<file path="src/rtl/fetch_pc_unit_if.sv">
// Fetch/execute boundary bundle for fetch_pc_unit.
// The pipeline side uses the master modport and the PC unit uses the slave modport.
interface fetch_pc_unit_if #(
  parameter int DATA_WIDTH = 32
);
  // There is no valid/ready handshake on this bundle.
  // The EX-side fields are meaningful only in a cycle where BranchE_i or JumpE_i is high.
  // Outputs are valid every cycle: PCF_o is registered; PredTakenF_o and the flushes are combinational.
  logic                  Stall_i;
  logic                  BranchE_i;
  logic                  BranchTakenE_i;
  logic                  JumpE_i;
  logic                  PredTakenE_i;
  logic [DATA_WIDTH-1:0] PCE_i;
  logic [DATA_WIDTH-1:0] TargetE_i;
  logic [DATA_WIDTH-1:0] PCF_o;
  logic                  PredTakenF_o;
  logic                  FlushD_o;
  logic                  FlushE_o;

  modport master (
    output Stall_i, BranchE_i, BranchTakenE_i, JumpE_i, PredTakenE_i, PCE_i, TargetE_i,
    input  PCF_o, PredTakenF_o, FlushD_o, FlushE_o
  );

  modport slave (
    input  Stall_i, BranchE_i, BranchTakenE_i, JumpE_i, PredTakenE_i, PCE_i, TargetE_i,
    output PCF_o, PredTakenF_o, FlushD_o, FlushE_o
  );
endinterface

</file>
<file path="src/rtl/fetch_pc_unit.sv">
// Fetch-stage PC generator with EX-resolved redirects and front-end flushes.
// Define FETCH_BTB_PRED_EN to build the direct-mapped BTB with 2-bit counters.
module fetch_pc_unit #(
  parameter int                    DATA_WIDTH  = 32,
  parameter logic [DATA_WIDTH-1:0] RESET_PC    = 32'h0000_0000,
  parameter int                    BTB_ENTRIES = 16
) (
  input  logic           clk_i,
  input  logic           rst_ni,
  fetch_pc_unit_if.slave bus
);
  localparam logic [DATA_WIDTH-1:0] ALIGN_MASK = ~DATA_WIDTH'(3);
  localparam logic [DATA_WIDTH-1:0] PC_STEP    = DATA_WIDTH'(4);

  logic [DATA_WIDTH-1:0] pcf_q;
  logic [DATA_WIDTH-1:0] pc_sel;
  logic [DATA_WIDTH-1:0] redirect_target;
  logic                  redirect;
  logic                  take_target;
  logic                  btb_pred;
  logic [DATA_WIDTH-1:0] btb_pred_target;

  always_comb begin
    redirect        = bus.JumpE_i | (bus.BranchE_i & (bus.BranchTakenE_i != bus.PredTakenE_i));
    take_target     = bus.JumpE_i | (bus.BranchE_i & bus.BranchTakenE_i);
    redirect_target = take_target ? bus.TargetE_i : (bus.PCE_i + PC_STEP);
    // A redirect beats a stall: the stalled instruction is on the wrong path.
    if (redirect)         pc_sel = redirect_target;
    else if (bus.Stall_i) pc_sel = pcf_q;
    else if (btb_pred)    pc_sel = btb_pred_target;
    else                  pc_sel = pcf_q + PC_STEP;
  end

  always_ff @(posedge clk_i or negedge rst_ni) begin
    if (!rst_ni) pcf_q <= RESET_PC & ALIGN_MASK;
    else         pcf_q <= pc_sel & ALIGN_MASK;
  end

  assign bus.PCF_o        = pcf_q;
  assign bus.PredTakenF_o = btb_pred;
  assign bus.FlushD_o     = redirect & rst_ni;
  assign bus.FlushE_o     = redirect & rst_ni;

`ifdef FETCH_BTB_PRED_EN
  localparam int IDX_W = $clog2(BTB_ENTRIES);
  localparam int TAG_W = DATA_WIDTH - IDX_W - 2;

  logic                  btb_valid  [BTB_ENTRIES];
  logic [TAG_W-1:0]      btb_tag    [BTB_ENTRIES];
  logic [DATA_WIDTH-1:0] btb_target [BTB_ENTRIES];
  logic [1:0]            btb_ctr    [BTB_ENTRIES];

  logic [IDX_W-1:0] rd_idx;
  logic [IDX_W-1:0] wr_idx;
  logic [TAG_W-1:0] rd_tag;
  logic [TAG_W-1:0] wr_tag;
  logic             wr_hit;

  always_comb begin
    rd_idx          = pcf_q[IDX_W+1:2];
    rd_tag          = pcf_q[DATA_WIDTH-1:IDX_W+2];
    wr_idx          = bus.PCE_i[IDX_W+1:2];
    wr_tag          = bus.PCE_i[DATA_WIDTH-1:IDX_W+2];
    wr_hit          = btb_valid[wr_idx] && (btb_tag[wr_idx] == wr_tag);
    btb_pred        = btb_valid[rd_idx] && (btb_tag[rd_idx] == rd_tag) && btb_ctr[rd_idx][1];
    btb_pred_target = btb_target[rd_idx];
  end

  // Written at the end of the BranchE_i cycle, so a same-index lookup sees old contents.
  always_ff @(posedge clk_i or negedge rst_ni) begin
    if (!rst_ni) begin
      for (int i = 0; i < BTB_ENTRIES; i++) begin
        btb_valid[i]  <= 1'b0;
        btb_tag[i]    <= '0;
        btb_target[i] <= '0;
        btb_ctr[i]    <= 2'd0;
      end
    end else if (bus.BranchE_i) begin
      if (wr_hit) begin
        btb_target[wr_idx] <= bus.TargetE_i & ALIGN_MASK;
        if (bus.BranchTakenE_i && (btb_ctr[wr_idx] != 2'd3))
          btb_ctr[wr_idx] <= btb_ctr[wr_idx] + 2'd1;
        else if (!bus.BranchTakenE_i && (btb_ctr[wr_idx] != 2'd0))
          btb_ctr[wr_idx] <= btb_ctr[wr_idx] - 2'd1;
      end else if (bus.BranchTakenE_i) begin
        btb_valid[wr_idx]  <= 1'b1;
        btb_tag[wr_idx]    <= wr_tag;
        btb_target[wr_idx] <= bus.TargetE_i & ALIGN_MASK;
        btb_ctr[wr_idx]    <= 2'd2;
      end
    end
  end
`else
  assign btb_pred        = 1'b0;
  assign btb_pred_target = '0;
`endif
endmodule

</file>
<file path="src/flat_wrapper.sv">
// flat-port wrapper written by rule: the top's interface ports become plain ports
module fetch_pc_unit_flat 
#(
  parameter int                    DATA_WIDTH  = 32,
  parameter logic [DATA_WIDTH-1:0] RESET_PC    = 32'h0000_0000,
  parameter int                    BTB_ENTRIES = 16
)
  (clk_i, rst_ni, bus_Stall_i, bus_BranchE_i, bus_BranchTakenE_i, bus_JumpE_i, bus_PredTakenE_i, bus_PCE_i, bus_TargetE_i, bus_PCF_o, bus_PredTakenF_o, bus_FlushD_o, bus_FlushE_o);
  fetch_pc_unit_if #(.DATA_WIDTH(DATA_WIDTH)) bus_i ();
  input  logic clk_i;
  input  logic rst_ni;
  input wire logic [$bits(bus_i.Stall_i)-1:0] bus_Stall_i;
  input wire logic [$bits(bus_i.BranchE_i)-1:0] bus_BranchE_i;
  input wire logic [$bits(bus_i.BranchTakenE_i)-1:0] bus_BranchTakenE_i;
  input wire logic [$bits(bus_i.JumpE_i)-1:0] bus_JumpE_i;
  input wire logic [$bits(bus_i.PredTakenE_i)-1:0] bus_PredTakenE_i;
  input wire logic [$bits(bus_i.PCE_i)-1:0] bus_PCE_i;
  input wire logic [$bits(bus_i.TargetE_i)-1:0] bus_TargetE_i;
  output wire logic [$bits(bus_i.PCF_o)-1:0] bus_PCF_o;
  output wire logic [$bits(bus_i.PredTakenF_o)-1:0] bus_PredTakenF_o;
  output wire logic [$bits(bus_i.FlushD_o)-1:0] bus_FlushD_o;
  output wire logic [$bits(bus_i.FlushE_o)-1:0] bus_FlushE_o;
  assign bus_i.Stall_i = bus_Stall_i;
  assign bus_i.BranchE_i = bus_BranchE_i;
  assign bus_i.BranchTakenE_i = bus_BranchTakenE_i;
  assign bus_i.JumpE_i = bus_JumpE_i;
  assign bus_i.PredTakenE_i = bus_PredTakenE_i;
  assign bus_i.PCE_i = bus_PCE_i;
  assign bus_i.TargetE_i = bus_TargetE_i;
  assign bus_PCF_o = bus_i.PCF_o;
  assign bus_PredTakenF_o = bus_i.PredTakenF_o;
  assign bus_FlushD_o = bus_i.FlushD_o;
  assign bus_FlushE_o = bus_i.FlushE_o;
  fetch_pc_unit #(.DATA_WIDTH(DATA_WIDTH), .RESET_PC(RESET_PC), .BTB_ENTRIES(BTB_ENTRIES)) u_core (.clk_i(clk_i), .rst_ni(rst_ni), .bus(bus_i));
endmodule
</file>
<file path="config.mk">
export PLATFORM = sky130hd
export DESIGN_NAME = fetch_pc_unit_flat
export DESIGN_NICKNAME = d
export VERILOG_FILES = /design/src/rtl/fetch_pc_unit_if.sv /design/src/rtl/fetch_pc_unit.sv /design/src/flat_wrapper.sv
export SDC_FILE = /design/constraint.sdc
export NUM_CORES = 1
export LEC_CHECK = 0
export BUFFER_PORTS_ARGS = -buffer_cell sky130_fd_sc_hd__buf_2
export CAP_MARGIN = 0
export CORE_MARGIN = 4
export CORE_UTILIZATION = 49
export DETAILED_ROUTE_END_ITERATION = 6
export GPL_ROUTABILITY_DRIVEN = 0
export PLACE_DENSITY = 0.88
export SYNTH_ARGS = -nofsm -noshare
export SYNTH_HDL_FRONTEND = slang
export SYNTH_SLANG_ARGS = --single-unit
</file>
<file path="constraint.sdc">
create_clock -name clk_i -period 2 [get_ports clk_i]
set_input_delay 0.1 -clock clk_i [delete_from_list [all_inputs] [get_ports clk_i]]
set_output_delay 0.1 -clock clk_i [all_outputs]
set_load 0.01 [all_outputs]
</file>
==> results.ini, run 1 <==
[clock_tree]
tritoncts = built
cts.path.max_buffers = 2
tritoncts_num_sinks = 30
clk_pin_slew_worst_paths_ns = 0.07
worst_skew_pair.late_latency_ns = 0.29
cts_root_buf = sky130_fd_sc_hd__clkbuf_8
post_cts_resized = 0
cts-htree-levels = 2
cts_inserted_buffers = 5

[sta]
clock_skew_ns = 0.0114
period_minus_slack_ns = 1.92
worst_slew_margin_rel = 0.643
final_setup_violation_count = 0
layout_worst_path_cycle_share = 0.959
fin_tns_setup_ns = 0
max_clock_freq_mhz = 522
pins_over_slew_limit = 0
hold_viol_final = 0
timing_worst_slew_pin_value_ns = 0.536

[power]
net-switching-power_mw = 0.696
power.share.combinational = 0.326
share_clk_of_total_power = 0.261
pwr-share-seq = 0.412
internal-power_mw = 1.25
p_per_area_nw_per_um2 = 594
switching_share = 0.357
worst_ir_drop_vdd_uv = 239
power.static_leakage_nw = 1.42
totalPowerFinal_mw = 1.95

[global_routing]
grt_start_max_net_pins = 35
first_global_vias = 2719
grt_antenna_before_repair = 0
overflow = 0
grtUsageTotal = 0.243
grt_pass1_wl_um = 12300

[floorplanning]
die_w_um = 80.5
placementRows = 26
start_util = 0.504
fp.dieArea_um2 = 6480
io-pin-count = 106
die_height_um = 80.5
core_region_area_um2 = 5110

[cells_and_area]
layout.nets = 502
fin_area_um2 = 3280
antenna-diode-count = 0
fraction_of_final_layout_cells_sized_beyond_drive_strength_1 = 0.298
layout.core_utilization = 0.642
synthToLayoutAreaGrowth_pct = 27.4
largest_reg_flops = 30
instances_no_fill = 500

[worst_setup_path]
critPathMaxStageDelay_ns = 0.44
critPathSlowestCell = sky130_fd_sc_hd__dfrtp_1
startpoint_type = flop
cell_seen_most_often_among_critical_path_stages = sky130_fd_sc_hd__nand4_1
timing.critical_path.max_delay_family = simple AND/OR/NAND/NOR gates
worst-setup-path-type = flop to flop
setup.worst_path.end_class = flop
timing.critical_path.required_ns = 2.16
critPathBufInv = 1
crit_path_cell_trace = nand4_1, nor4_4, buf_4, nand4_1, xnor2_1, nand2_1, o211ai_1
cp_max_fo = 7
crit_arrival_ns = 2.08

[placement]
numPlacedInstances = 487
dp.final_hpwl_um = 6130
port_buffers = 98
placed_cell_area_um2 = 3150

[yosys]
synth_sequential_area_ratio = 0.292
postSynthCellCount = 324
yosys_warnings = 0
synth_edf_count = 0
yosysTopAreaCell = sky130_fd_sc_hd__dfrtp_1
syn_area_um2 = 2570
yosysTopAreaCellShare = 0.292
netlist_top_cells_count = sky130_fd_sc_hd__nand2_1, sky130_fd_sc_hd__dfrtp_1, sky130_fd_sc_hd__nand3_1
ys_dominant_reg_cell = sky130_fd_sc_hd__dfrtp_1
netlist_top_cells_area = sky130_fd_sc_hd__dfrtp_1, sky130_fd_sc_hd__xnor2_1, sky130_fd_sc_hd__xor2_1
syn_area_per_cell_um2 = 7.94
post_synth_num_cell_types = 43
asyncSetResetFlopFracSynth = 1.00
synth_most_common_cell = sky130_fd_sc_hd__nand2_1
ys_seq_elements = 30

[flow_run]
max-cap-violations = 0

[drt]
detail_route.wl_per_cell_um = 15.6
drcViolationCount = 0
dr.pass1.iters = 5
route.final.wire_length_um = 7800
ant_nets = 0
first_iter_violations = 235
viasPerCell = 5.72
vias = 2862

[worst_hold_path]
min-delay-path-class = input pin to flop

[run_status]
run_status = completed

[power groups by stage]
stage	clock (mW)	sequential, mW	combinational (mW)
2_1_floorplan	0	0.840	0.303
3_3_place_gp	0	0.803	0.602
3_5_place_dp	0	0.809	0.620
4_1_cts	0.505	0.799	0.628
5_1_grt	0.536	0.814	0.694
6_report	0.509	0.803	0.635
[placed cells by master, fill, tap and decap left out, types with 6 or more instances in the layout]
cell type	netlist	layout
sky130_fd_sc_hd__a21oi_1	10	10
sky130_fd_sc_hd__and3_1	13	13
sky130_fd_sc_hd__buf_2	0	98
sky130_fd_sc_hd__buf_4	4	14
sky130_fd_sc_hd__clkbuf_8	0	6
sky130_fd_sc_hd__dfrtp_1	30	30
sky130_fd_sc_hd__nand2_1	34	34
sky130_fd_sc_hd__nand3_1	30	30
sky130_fd_sc_hd__nand4_1	16	16
sky130_fd_sc_hd__nor2_1	23	23
sky130_fd_sc_hd__nor4_1	6	6
sky130_fd_sc_hd__o211ai_1	13	13
sky130_fd_sc_hd__o21ai_0	17	17
sky130_fd_sc_hd__o21ai_1	6	6
sky130_fd_sc_hd__xnor2_1	28	28
sky130_fd_sc_hd__xor2_1	25	25
[logic make-up (layout without fill, tap and decap cells)]
family	count (synthesis)	count (layout)	share of synthesized area
AOI/OAI and AO/OA	69	69	0.172
xor gates and xnor gates	53	53	0.180
adders and majority gates	2	2	0.00972
buffers and inverters	22	126	0.0408
DFF	30	30	0.292
other	1	3	0.00146
and+or+nand+nor	147	147	0.304
[worst paths after layout]
check	end	cells after the start	startpoint	slack (ns)
worst max-delay path	u_core.bus.PCF_o[31]	7	u_core.bus.PCF_o[5]	0.08
worst min-delay path	u_core.bus.PCF_o[29]	2	bus_TargetE_i[29]	0.05
worst max register to register	u_core.bus.PCF_o[31]	7	u_core.bus.PCF_o[5]	0.08
worst min register to register	u_core.bus.PCF_o[26]	1	u_core.bus.PCF_o[26]	0.55
max in group asynchronous	u_core.bus.PCF_o[15]	3	rst_ni	1.36
min in group asynchronous	u_core.bus.PCF_o[19]	3	rst_ni	0.36
[repair_timing]
action | CTS | global route
setup endpoints to repair | 0 | 2
buffers inserted | 0 | 4
hold buffers | 1 | 0
endpoints found under the hold margin | 30 | 0
[per-layer routing]
metal  track usage  vias up  part of all wire
met2         0.414      146              0.48
met3        0.0359       19             0.086
met5             0        -                 0
met1         0.308     1314              0.41
li1              -     1383                 -
met4        0.0912        0             0.022
[through the flow]
step	hold WS, ns	worst slack [ns]
3_5_place_dp	0.140	0.140
4_1_cts	0.0533	0.151
6_report	0.0497	0.0825
3_3_place_gp	0.136	0.198
2_1_floorplan	-0.196	0.261
5_1_grt	0.0600	-0.0457
[cell type report]
cell class                 count  area (um^2)
multi-input combinational    274         1730
tap                           70         87.6
clock inverter                 1         5.00
sequential                    30          751
clock buffer                   7         86.3
inverter                       5         18.8
timing repair buffer         113          606
fill                         454         1830
(Power assumes the default switching activity.)
==> inputs of run 2 (changes only) <==
Settings changed: ABC_AREA set to 1, CORE_UTILIZATION 49 to 53, PLACE_DENSITY 0.88 to 0.89.
==> run 2 against run 1 <==
Design area increased by 26%. Via count increased by 56%. Synthesized cell count up 97%. First-iteration DRC count grew 84%. Sequential power rose by 6.4%. Flip-flop and latch count is the same. Critical endpoint is now u_core.bus.PCF_o[14].
==> results.ini, run 2 <==
[sta]
clock_skew_ns = 0.00726
worst_slew_margin_rel = 0.605
final_setup_slack_of_the_worst_path_ns = 0.272
whs_ns = 0.117
hold_viol_final = 0
timing_worst_slew_pin_value_ns = 0.592
period_minus_slack_ns = 1.73
grt_setup_unrepaired = false
max_clock_freq_mhz = 579
fin_tns_setup_ns = 0
layout_worst_path_cycle_share = 0.864
pins_over_slew_limit = 0
final_setup_violation_count = 0

[cells_and_area]
most_common_library_cell_in_the_layout_ignoring_fill_and_taps = sky130_fd_sc_hd__nand2_1
fraction_of_final_layout_cells_sized_beyond_drive_strength_1 = 0.191
layout.nets = 804
antenna-diode-count = 0
synthToLayoutAreaGrowth_pct = 18.7
instances_no_fill = 809
largest_reg_flops = 30
layout.core_utilization = 0.648
fin_area_um2 = 4140
final_cell_mix = sky130_fd_sc_hd__nand2_1, sky130_fd_sc_hd__nor2_1, sky130_fd_sc_hd__buf_2

[clock_tree]
cts_root_buf = sky130_fd_sc_hd__clkbuf_8
clk_pin_slew_worst_paths_ns = 0.07
worst_skew_pair.late_latency_ns = 0.29
cts.path.max_buffers = 2
cts-htree-levels = 2
tritoncts = built
tritoncts_num_sinks = 30
cts_inserted_buffers = 5

[yosys]
syn_area_per_cell_um2 = 5.47
syn_area_um2 = 3490
synth_edf_count = 0
ys_dominant_reg_cell = sky130_fd_sc_hd__dfrtp_1
synth_most_common_cell = sky130_fd_sc_hd__nand2_1
netlist_top_cells_area = sky130_fd_sc_hd__nand2_1, sky130_fd_sc_hd__dfrtp_1, sky130_fd_sc_hd__nor2_1
ys_seq_elements = 30
yosysTopAreaCell = sky130_fd_sc_hd__nand2_1
yosysTopAreaCellShare = 0.277
yosys_warnings = 0
netlist_top_cells_count = sky130_fd_sc_hd__nand2_1, sky130_fd_sc_hd__nor2_1, sky130_fd_sc_hd__inv_1
asyncSetResetFlopFracSynth = 1.00
post_synth_num_cell_types = 33
postSynthCellCount = 637
synth_sequential_area_ratio = 0.215

[worst_setup_path]
setup.worst_path.end_class = flop
r2r_setup_slack_ns = 0.27
worst-setup-path-type = flop to flop
startpoint_type = flop
timing.critical_path.required_ns = 2.17
crit_arrival_ns = 1.90
critPathMaxStageDelay_ns = 0.47
critPathBufInv = 0
crit_path_cell_trace = ha_1, nand2_1, nor2_1, nand2_2, nor2_4, nand3_1, o21ai_0, a21oi_1
timing.critical_path.max_delay_family = simple AND/OR/NAND/NOR gates
critPathSlowestCell = sky130_fd_sc_hd__dfrtp_1
cp_max_fo = 7

[power]
net-switching-power_mw = 0.924
pwr-share-seq = 0.384
switching_share = 0.415
worst_ir_drop_vdd_uv = 425
power.static_leakage_nw = 2.06
p_per_area_nw_per_um2 = 538
share_clk_of_total_power = 0.232
power.share.combinational = 0.385
totalPowerFinal_mw = 2.23
internal-power_mw = 1.30

[global_routing]
grt_pass1_wl_um = 17800
first_global_vias = 4022
grt_start_max_net_pins = 41
grt_antenna_before_repair = 0
grtUsageTotal = 0.284
overflow = 0

[floorplanning]
fp.dieArea_um2 = 7940
placementRows = 29
die_height_um = 89.1
die_w_um = 89.1
core_region_area_um2 = 6390
io-pin-count = 106
start_util = 0.546

[drt]
route.final.wire_length_um = 11200
detail_route.wl_per_cell_um = 13.8
ant_nets = 0
dr.pass1.iters = 5
first_iter_violations = 433
vias = 4462
drcViolationCount = 0
viasPerCell = 5.52

[placement]
placed_cell_area_um2 = 4040
numPlacedInstances = 800
dp.final_hpwl_um = 8790
port_buffers = 98
place_worst_setup_slack_ns = 0.335

[flow_run]
max-cap-violations = 0

[worst_hold_path]
min-delay-path-class = input pin to flop

[run_status]
run_status = completed

==> run 2: cell types whose count changed in the layout (fill, tap and decap cells not counted), moves of 8 or more <==
cell,change
sky130_fd_sc_hd__xor2_1,-17
sky130_fd_sc_hd__nor2_1,+98
sky130_fd_sc_hd__nand3b_1,+10
sky130_fd_sc_hd__inv_1,+40
sky130_fd_sc_hd__nand2_1,+223
sky130_fd_sc_hd__xnor2_1,-21
sky130_fd_sc_hd__nand4_1,-11
sky130_fd_sc_hd__and3_1,-13
sky130_fd_sc_hd__nand3_1,+14
sky130_fd_sc_hd__nor2_4,+8
sky130_fd_sc_hd__o211ai_1,-9
sky130_fd_sc_hd__buf_4,-8
==> run 2: per-layer routing <==
metal	vias to the layer above	GRT usage	part of all wire
li1	2181	-	-
met2	281	0.480	0.46
met5	-	0	0
met4	0	0.131	0.042
met1	1950	0.348	0.40
met3	50	0.0544	0.11
==> run 2: kinds of logic after synthesis <==
group,share of synthesized area
XOR/XNOR,0.0377
other,0.00108
adder cells (fa/ha/maj),0.00718
flip-flops,0.215
buffers and inverters,0.0829
AND/OR/NAND/NOR,0.567
AO/OA/AOI/OAI,0.0890
==> run 2: layout make-up <==
cell class | instances | area, um^2
flip-flops and latches | 30 | 751
repair buffers | 106 | 566
well taps | 77 | 96.3
inverters | 48 | 180
fillers | 582 | 2250
clock inverters | 1 | 5.00
clock buffers | 7 | 86.3
multi-input cells | 540 | 2450
==> run 2: worst reg2reg max path, delay by kind of cell, from the launching register on <==
family | cells | cell delay, ns
AO/OA/AOI/OAI | 2 | 0.25
adder cells (fa/ha/maj) | 1 | 0.23
AND/OR/NAND/NOR | 5 | 0.66
flip-flops | 1 | 0.47
==> run 2: worst paths after layout <==
| path | start | to | cells after the start |
|---|---|---|---|
| max | u_core.bus.PCF_o[2] | u_core.bus.PCF_o[14] | 8 |
| min | bus_TargetE_i[4] | u_core.bus.PCF_o[4] | 3 |
| max reg2reg | u_core.bus.PCF_o[2] | u_core.bus.PCF_o[14] | 8 |
| min reg2reg | u_core.bus.PCF_o[31] | u_core.bus.PCF_o[31] | 2 |
| max in group asynchronous | rst_ni | u_core.bus.PCF_o[21] | 3 |
| min in group asynchronous | rst_ni | u_core.bus.PCF_o[5] | 3 |
==> run 2: timing repair <==
action / 4_1_cts / 5_1_grt
hold buffers: 1 / 0
buffers inserted: 0 / 0
gates resized for setup: 0 / 0
hold endpoints to repair: 30 / 0
==> run 2: power by group through the flow <==
stage	Clock (mW)	Combinational [mW]	Sequential, mW
2_1_floorplan	0	0.486	0.866
3_3_place_gp	0	0.818	0.851
3_5_place_dp	0	0.841	0.855
4_1_cts	0.522	0.847	0.846
5_1_grt	0.550	0.952	0.866
6_report	0.515	0.856	0.854
